[src/rtl/lsu_pkg.sv]
// ============================================================================
// Package  : lsu_pkg
// Purpose  : Shared codes and helpers for the lane-2 memory stage.
// Revision : 1.0  initial release
// ============================================================================
`default_nettype none

package lsu_pkg;

  // FSM state codes
  localparam logic [1:0] STATE_IDLE = 2'd0;
  localparam logic [1:0] STATE_REQ  = 2'd1;
  localparam logic [1:0] STATE_RESP = 2'd2;
  localparam logic [1:0] STATE_DROP = 2'd3;

  // Access size codes
  localparam logic [1:0] SIZE_BYTE = 2'd0;
  localparam logic [1:0] SIZE_HALF = 2'd1;
  localparam logic [1:0] SIZE_WORD = 2'd2;

  // WB2 result select codes
  localparam logic [1:0] RSEL_ALU  = 2'd0;
  localparam logic [1:0] RSEL_PC4  = 2'd1;
  localparam logic [1:0] RSEL_MEMC = 2'd2;
  localparam logic [1:0] RSEL_ZERO = 2'd3;

  function automatic logic is_misaligned(input logic [1:0] size, input logic [1:0] addr_lo);
    return ((size == SIZE_HALF) && addr_lo[0]) ||
           ((size == SIZE_WORD) && (addr_lo != 2'b00));
  endfunction

endpackage

`default_nettype wire

[src/rtl/lsu_load_align_t.sv]
// ============================================================================
// Module   : lsu_load_align_t
// Purpose  : Selects the addressed lane of a read word and sign/zero extends it.
// Revision : 1.0  initial release
// ============================================================================
`default_nettype none

module lsu_load_align_t
  import lsu_pkg::*;
#(
  parameter int XLEN = 32
) (
  input  logic [XLEN-1:0] rdata,
  input  logic [1:0]      offset,
  input  logic [1:0]      size,
  input  logic            uns,
  output logic [XLEN-1:0] ext_data
);

  logic [7:0]  lane8;
  logic [15:0] lane16;

  assign lane8  = rdata[{offset, 3'b000} +: 8];
  assign lane16 = rdata[{offset[1], 4'b0000} +: 16];

  always_comb begin
    ext_data = rdata;
    case (size)
      SIZE_BYTE: ext_data = {{(XLEN-8){lane8[7] & ~uns}}, lane8};
      SIZE_HALF: ext_data = {{(XLEN-16){lane16[15] & ~uns}}, lane16};
      default:   ext_data = rdata;
    endcase
  end

endmodule

`default_nettype wire

[src/rtl/mem2_lsu_stage_t.sv]
// ============================================================================
// Module   : mem2_lsu_stage_t
// Purpose  : Lane-2 memory stage: runs one load/store on the data bus and
//            registers the WB2 pipeline set.
// Revision : 1.0  initial release
// ============================================================================
`default_nettype none

module mem2_lsu_stage_t
  import lsu_pkg::*;
#(
  parameter int XLEN     = 32,
  parameter int RSEL_MEM = 2
) (
  input  logic            clk,
  input  logic            rst,
  input  logic            in_valid,
  output logic            in_ready,
  input  logic [XLEN-1:0] in_pc,
  input  logic [XLEN-1:0] in_alu,
  input  logic [4:0]      in_rd,
  input  logic [1:0]      in_rfwt_sel,
  input  logic            in_wten,
  input  logic            in_ld,
  input  logic            in_st,
  input  logic [1:0]      in_size,
  input  logic            in_uns,
  input  logic [XLEN-1:0] in_stdata,
  input  logic            flush,
  output logic            dmem_req,
  output logic            dmem_we,
  output logic [XLEN-1:0] dmem_addr,
  output logic [3:0]      dmem_be,
  output logic [XLEN-1:0] dmem_wdata,
  input  logic            dmem_gnt,
  input  logic            dmem_rvalid,
  input  logic [XLEN-1:0] dmem_rdata,
  output logic            wb2_valid,
  output logic [XLEN-1:0] wb2_pc,
  output logic [XLEN-1:0] wb2_alu,
  output logic [XLEN-1:0] wb2_memdat,
  output logic [4:0]      wb2_rd,
  output logic [1:0]      wb2_rfwt_sel,
  output logic            wb2_wten,
  output logic            misalign
);

  logic [1:0]      state;
  logic [1:0]      next_state;

  // Latched memory operation
  logic [XLEN-1:0] op_pc;
  logic [XLEN-1:0] op_addr;
  logic [4:0]      op_rd;
  logic [1:0]      op_sel;
  logic            op_wten;
  logic            op_ld;
  logic [1:0]      op_size;
  logic            op_uns;
  logic [3:0]      op_be;
  logic [XLEN-1:0] op_wdata;

  logic            accept;
  logic            is_mem;
  logic            acc_mis;
  logic            latch_op;
  logic            ret;
  logic            ret_direct;
  logic            ret_mis;
  logic [XLEN-1:0] ret_memdat;
  logic [XLEN-1:0] load_value;
  logic [3:0]      st_be;
  logic [XLEN-1:0] st_wdata;
  logic            unused_sel_is_mem;

  assign in_ready   = (state == STATE_IDLE);
  assign accept     = in_valid && in_ready && !flush;
  assign is_mem     = in_ld || in_st;
  assign acc_mis    = is_mem && is_misaligned(in_size, in_alu[1:0]);

  assign dmem_req   = (state == STATE_REQ);
  assign dmem_we    = dmem_req && !op_ld;
  assign dmem_addr  = {op_addr[XLEN-1:2], 2'b00};
  assign dmem_be    = op_be;
  assign dmem_wdata = op_wdata;

  // WB2 treats memdat as the result only under this select code
  assign unused_sel_is_mem = (in_rfwt_sel == RSEL_MEM[1:0]);

  lsu_load_align_t #(
    .XLEN(XLEN)
  ) u_align (
    .rdata    (dmem_rdata),
    .offset   (op_addr[1:0]),
    .size     (op_size),
    .uns      (op_uns),
    .ext_data (load_value)
  );

  always_comb begin
    st_be    = 4'b1111;
    st_wdata = in_stdata;
    case (in_size)
      SIZE_BYTE: begin
        st_be    = 4'b0001 << in_alu[1:0];
        st_wdata = {(XLEN/8){in_stdata[7:0]}};
      end
      SIZE_HALF: begin
        st_be    = 4'b0011 << {in_alu[1], 1'b0};
        st_wdata = {(XLEN/16){in_stdata[15:0]}};
      end
      default: begin
        st_be    = 4'b1111;
        st_wdata = in_stdata;
      end
    endcase
  end

  // A flush always wins retirement, even when the bus commits the access
  always_comb begin
    next_state = state;
    latch_op   = 1'b0;
    ret        = 1'b0;
    ret_direct = 1'b0;
    ret_mis    = 1'b0;
    ret_memdat = '0;
    case (state)
      STATE_IDLE: begin
        if (accept) begin
          if (!is_mem || acc_mis) begin
            ret        = 1'b1;
            ret_direct = 1'b1;
            ret_mis    = acc_mis;
          end else begin
            latch_op   = 1'b1;
            next_state = STATE_REQ;
          end
        end
      end
      STATE_REQ: begin
        if (dmem_gnt) begin
          if (op_ld) begin
            next_state = flush ? STATE_DROP : STATE_RESP;
          end else begin
            next_state = STATE_IDLE;
            ret        = !flush;
          end
        end else if (flush) begin
          next_state = STATE_IDLE;
        end
      end
      STATE_RESP: begin
        // rvalid together with flush discards the data; DROP would wait forever
        if (dmem_rvalid) begin
          next_state = STATE_IDLE;
          ret        = !flush;
          ret_memdat = load_value;
        end else if (flush) begin
          next_state = STATE_DROP;
        end
      end
      default: begin
        if (dmem_rvalid) begin
          next_state = STATE_IDLE;
        end
      end
    endcase
  end

  always_ff @(posedge clk) begin
    if (rst) begin
      state        <= STATE_IDLE;
      op_pc        <= '0;
      op_addr      <= '0;
      op_rd        <= '0;
      op_sel       <= '0;
      op_wten      <= 1'b0;
      op_ld        <= 1'b0;
      op_size      <= '0;
      op_uns       <= 1'b0;
      op_be        <= '0;
      op_wdata     <= '0;
      wb2_valid    <= 1'b0;
      wb2_pc       <= '0;
      wb2_alu      <= '0;
      wb2_memdat   <= '0;
      wb2_rd       <= '0;
      wb2_rfwt_sel <= '0;
      wb2_wten     <= 1'b0;
      misalign     <= 1'b0;
    end else begin
      state     <= next_state;
      wb2_valid <= 1'b0;
      wb2_wten  <= 1'b0;
      misalign  <= 1'b0;
      if (latch_op) begin
        op_pc    <= in_pc;
        op_addr  <= in_alu;
        op_rd    <= in_rd;
        op_sel   <= in_rfwt_sel;
        op_wten  <= in_wten;
        op_ld    <= in_ld;
        op_size  <= in_size;
        op_uns   <= in_uns;
        op_be    <= st_be;
        op_wdata <= st_wdata;
      end
      if (ret) begin
        wb2_valid  <= 1'b1;
        wb2_memdat <= ret_memdat;
        misalign   <= ret_mis;
        if (ret_direct) begin
          wb2_pc       <= in_pc;
          wb2_alu      <= in_alu;
          wb2_rd       <= in_rd;
          wb2_rfwt_sel <= in_rfwt_sel;
          wb2_wten     <= in_wten && !ret_mis;
        end else begin
          wb2_pc       <= op_pc;
          wb2_alu      <= op_addr;
          wb2_rd       <= op_rd;
          wb2_rfwt_sel <= op_sel;
          wb2_wten     <= op_wten;
        end
      end
    end
  end

endmodule

`default_nettype wire

[config.mk]
export PLATFORM = sky130hd
export DESIGN_NAME = mem2_lsu_stage_t
export DESIGN_NICKNAME = d
export VERILOG_FILES = /design/src/rtl/lsu_pkg.sv /design/src/rtl/lsu_load_align_t.sv /design/src/rtl/mem2_lsu_stage_t.sv
export SDC_FILE = /design/constraint.sdc
export NUM_CORES = 1
export LEC_CHECK = 0
export CAP_MARGIN = 20
export CELL_PAD_IN_SITES_DETAIL_PLACEMENT = 1
export CELL_PAD_IN_SITES_GLOBAL_PLACEMENT = 1
export CORE_UTILIZATION = 33
export DETAILED_ROUTE_END_ITERATION = 6
export PLACE_DENSITY = 0.8
export SKIP_CTS_REPAIR_TIMING = 1
export SLEW_MARGIN = 20
export SYNTH_ARGS = -nofsm -noshare
export SYNTH_HDL_FRONTEND = slang
export SYNTH_SLANG_ARGS = --single-unit
[constraint.sdc]
create_clock -name clk -period 2.46 [get_ports clk]
set_input_delay 0.246 -clock clk [delete_from_list [all_inputs] [get_ports clk]]
set_output_delay 0.246 -clock clk [all_outputs]
set_load 0.02 [all_outputs]
======== Word-level counts from Yosys, hierarchy flattened ========
Cells that the tools add are included.
storage, ports and cells
  bits in registers ....................... 220
  input bits .............................. 147
  output and inout port bits .............. 177
  word-level logic and storage cells ...... 91
cells by class
  equal/unequal tests ..................... 9
  shift-type cells ........................ 4
  multiplexer cells ....................... 34
  bitwise gates (word level) .............. 4
  reductions and logical operators ........ 21
operators with widths
  cell                                                    number
  two-way mux 32 bit                                      4
  one-hot mux 32 bit (2 select lines)                     2
  variable part select 32 x 6 -> 16 bit                   1
  variable part select 32 x 6 -> 8 bit                    1
  two-way mux 2 bit                                       9
  two-way mux 1 bit                                       15
  one-hot mux 4 bit (2 select lines)                      1
  logical AND 1 bit                                       7
  equality test 2 x 1 -> 1 bit (second input constant)    3
  logical NOT 2 bit                                       3
  one-hot mux 2 bit (3 select lines)                      1
  two-way mux 5 bit                                       1
  AND reduction 5 bit                                     1
  equality test 2 bit (second input constant)             2
  logical NOT 1 bit                                       4
  nonzero test 4 bit                                      1
  << shifter 1 x 2 -> 4 bit (first input constant)        1
  << shifter 2 x 2 -> 4 bit (first input constant)        1
  logical OR 1 bit                                        3
  inequality test 3 x 2 -> 1 bit (second input constant)  1
  inequality test 3 bit (second input constant)           1
  one-hot mux 1 bit (3 select lines)                      1
  AND 1 bit                                               2
  inequality test 2 x 1 -> 1 bit (second input constant)  1
  4 further kinds                                         5

======== Logic depth before layout (Yosys ltp) ========
  depth after elaboration ................. 11
  gate-level depth with buffers ........... 8
  gate-level depth less buffers ........... 4

======== Cells and area by module ========
From an unflattened synthesis, not the netlist that was laid out.
second synthesis, totals
  cell total of the unflattened synthesis .. 1162
  area, all modules ....................... 9608.0 um^2
modules (own cells, without submodules)
  module            instances  cells an instance  area each (um^2)  seq. area each (um^2)
  mem2_lsu_stage_t  1          1045               8893.5            4404.2
  lsu_load_align_t  1          117                714.4             0.0

======== Worst setup path before layout ========
Ideal clock, no wire load.
  path type ............................... register to register
  from .................................... register state[1]
  to ...................................... register op_addr[10]
  setup time .............................. 132 ps
  arrival ................................. 1917 ps
  data required time ...................... 2328 ps
  setup slack ............................. 410 ps
  stages on the path, launching flop included .. 8
  path buffers ............................ 3
  period minus slack after synthesis ...... 2050 ps
  cell sequence ........................... dfxtp_1 > buf_2 > or4b_1 > a2111o_1 > buf_2 > clkbuf_1 > nand2_1 > a21oi_1
on the way
  cells in the longest elaborated chain, start to end .. 5
RTL lines
  element                          RTL line                                         text
  start, declared                  mem2_lsu_stage_t.sv:48                           logic [1:0] state;
  start signal, assigned           mem2_lsu_stage_t.sv:192                          state <= next_state;
  logical NOT 2 bit *              mem2_lsu_stage_t.sv:76, mem2_lsu_stage_t.sv:127
  logical AND 1 bit (2 in series)  mem2_lsu_stage_t.sv:77                           assign accept = in_valid && in_ready && !flush;
  two-way mux 1 bit                mem2_lsu_stage_t.sv:129                          if (accept) begin
  two-way mux 1 bit *              mem2_lsu_stage_t.sv:127                          case (state)
  end signal, assigned             mem2_lsu_stage_t.sv:198                          op_addr <= in_alu;
  end, declared                    mem2_lsu_stage_t.sv:53                           logic [XLEN-1:0] op_addr;
Mark *: on every way between the ends. The rest lies on a longest branch, timed or not.
A chain may end at the register's enable or synchronous reset.

======== Worst setup path after layout ========
  from .................................... register state[0]
  to ...................................... output dmem_we
on the way
  cells in the longest elaborated chain, start to end .. 2
RTL lines
  element                       RTL line                text
  equality test 2 x 1 -> 1 bit  mem2_lsu_stage_t.sv:81  assign dmem_req = (state == STATE_REQ);
  logical AND 1 bit             mem2_lsu_stage_t.sv:82  assign dmem_we = dmem_req && !op_ld;
  end, declared                 mem2_lsu_stage_t.sv:31  output logic dmem_we,
Every way passes these cells.

==> results.tsv <==
stage	metric	value	unit
setup_path	cp_slowest_cell	clkdlybuf4s50_1	
setup_path	endpoint	dmem_we	
cells_and_area	nNetsFinal	1496	
timing	max_freq	0.4304	GHz
drt	first_iter_violations	431	
global_route	use_met3	3.848	%
floorplan	die_w	169.4	um
floorplan	dieArea	0.02868	mm2
timing	finalHoldViolCount	0	
timing	tightest_slew	0.7910	ns
setup_path	reg2reg_slack	0.25	ns
cells_and_area	fill_cells	3131	
synthesis	synthCells	1080	
synthesis	async_reset_ff_share	0	%
synthesis	synth_compound_area_share	27.76	%
synthesis	yosys_most_used_dff	dfxtp_1	
synthesis	seq_area_frac_synth	47.64	%
cts	cts_max_level	1	
timing	whs	0.1343	ns
power	pwr_density_cell	660.7	mW/mm2
global_route	grt_util_met1	27.97	%
timing	fin_ws	0.1364	ns
cells_and_area	final_area	0.01365	mm2
global_route	busiest_layer	met2	
floorplan	rows	60	
floorplan	dieHeight	169.4	um
setup_path	slowest_delay	0.67	ns
power	fin_total_pwr	9.022	mW
placement	io_buffers	321	
setup_path	reg2regPathDepth	6	
floorplan	core-area	0.02725	mm2
cells_and_area	syn2layout_area_growth	47.71	%
global_route	gr-usage-met2	39.43	%
setup_path	start_kind	flop	
cells_and_area	layout_common_cells	clkdlybuf4s50_1, dfxtp_1, nand2_1, a21oi_1, inv_1	
drt	drt-total-wl	33090	um
drt	vias	8992	
global_route	grt_usage	22.45	%
floorplan	start_util	33.92	%
setup_path	r2r-end	dmem_wdata[14]	
job	max_cap_viol_count	0	
global_route	grt_pass1_wl	51580	um
drt	postRouteAntennaNets	0	
drt	vias_per_cell	5.168	
setup_path	crit_arrival	2.08	ns
floorplan	io_pins	324	
cts	clockBufferDepth	3	
cts	numCtsBuffers	26	
synthesis	synth_mux_area_share	2.626	%
setup_path	cp_max_fo	9	
synthesis	synth_top_area_share	47.64	%
drt	drc	0	
timing	layout_worst_path_cycle_share	94.45	%
setup_path	r2r-start	state[0]	
placement	gp_congestion	0.8260	
timing	rsz0062_at_grt	false	
synthesis	yosys.area_share.xor_xnor	0	%
synthesis	yosysWarningCount	0	
power	p_leak	4.841	nW
cells_and_area	final_cells	1740	
placement	place_area	0.01283	mm2
synthesis	synth_adder_area_share	0	%
setup_path	crit_required	2.21	ns
cells_and_area	layout_commonest_cell	clkdlybuf4s50_1	
cts	cts_tree	yes	
min_path	hold_path.class	input port to flop	
synthesis	synth_seq_cells	220	
cts	clockRootBuffer	clkbuf_16	
power	ir_worst_vdd	0.4625	mV
global_route	antenna_found_initial	2	
synthesis	ys_types	45	
setup_path	crit_start	state[0]	
timing	min_period	2.324	ns
min_path	min_from	rst	
timing	slew_headroom	47.19	%
placement	hpwl	22850	um
global_route	grt-ovfl-total	0	
drt	post_drt_wl_per_cell	19.02	um
setup_path	crit_type	flop to primary output	
run_status	status	complete, no violations	
global_route	grt_max_degree	87	
cells_and_area	final_util	50.11	%
cts	cts.sinks	220	
timing	fin_skew	0.01222	ns
cells_and_area	drive_gt1_share	11.64	%
min_path	holdPathStages	2	
cts	cts.clk_slew.worst_paths	0.06	ns
synthesis	synth.avg_cell_area	8.559	um2
synthesis	synthSimpleGateAreaFrac	12.24	%
placement	dp_cells	1693	
drt	dr.pass1.iters	5	
synthesis	synth_top_family_by_area	compound AO/OA/AOI/OAI gates	
synthesis	synth_edf_count	0	
setup_path	end_kind	primary output	
timing	final.setup.tns	0	ns
setup_path	path_cells	nor2b_2, nor2b_1, clkdlybuf4s50_1	
synthesis	netlist_area	0.009244	mm2
timing	drv_slew	0	
synthesis	synth_area_leaders	dfxtp_1, a21oi_1, o221a_2, nand2_1, inv_1	
global_route	grt_pass1_vias	9312	
placement	dp_slack	0.01375	ns
timing	setup_viol	0	
cts	clk_latency	0.52	ns
synthesis	synth_top_area_cell	dfxtp_1	
## synth_stat cells, types with 14 or more instances
library cell	instances
a21oi_1	187
a311oi_1	14
buf_2	17
buf_4	33
clkbuf_1	67
dfxtp_1	220
inv_1	78
mux2i_1	22
nand2_1	206
nor2_1	31
o21ai_0	22
o221a_2	71
o2bb2ai_1	20
## area by class of cell
cell class	count	area (um2)	area share (%)
clock buffers	42	802.0	5.874
clock inverters	3	17.52	0.1283
well taps	372	465.4	3.409
flip-flops and latches	220	4404	32.26
inverters	79	296.5	2.172
multi-input cells	661	3974	29.10
repair buffers	361	3690	27.02
diodes	2	5.005	0.03665
## report_power, final
part           switching (mW)  total, mW  internal [mW]
registers               0.115       3.85           3.74
clock network            1.48       3.68           2.21
logic                   0.754       1.48          0.729
## per-layer routing
layer | vias up | wire (um)
li1 | 4275 | -
met1 | 4409 | 14220
met2 | 257 | 16370
met3 | 51 | 1687
met4 | 0 | 814
met5 | - | 0
## worst max-delay path, delay by kind of cell (launching register included)
kind	cells	cell delay (ns)
DFF	1	0.47
and+or+nand+nor	2	0.41
buffers and inverters	1	0.67
## registers in the layout, indices dropped and copies added (netlist names), 4 cells and up
signal,flops
op_addr,32
wb2_alu,32
dmem_be,4
wb2_pc,32
dmem_wdata,32
op_pc,32
wb2_rd,5
op_rd,5
wb2_memdat,32
## kinds of logic after synthesis
| family | Yosys count |
|---|---|
| other cells | 1 |
| simple gates | 274 |
| compound gates | 362 |
| flops | 220 |
| mux | 23 |
| buf+inv | 200 |
## how the worst min path moves through the flow
| stage | to |
|---|---|
| after floorplan | op_pc[0] |
| after global placement | wb2_memdat[8] |
| after detailed placement | wb2_memdat[9] |
| after CTS | op_size[1] |
| after global routing | op_addr[1] |
| final | op_uns |
No activity file was read; power rests on OpenSTA's default activity.
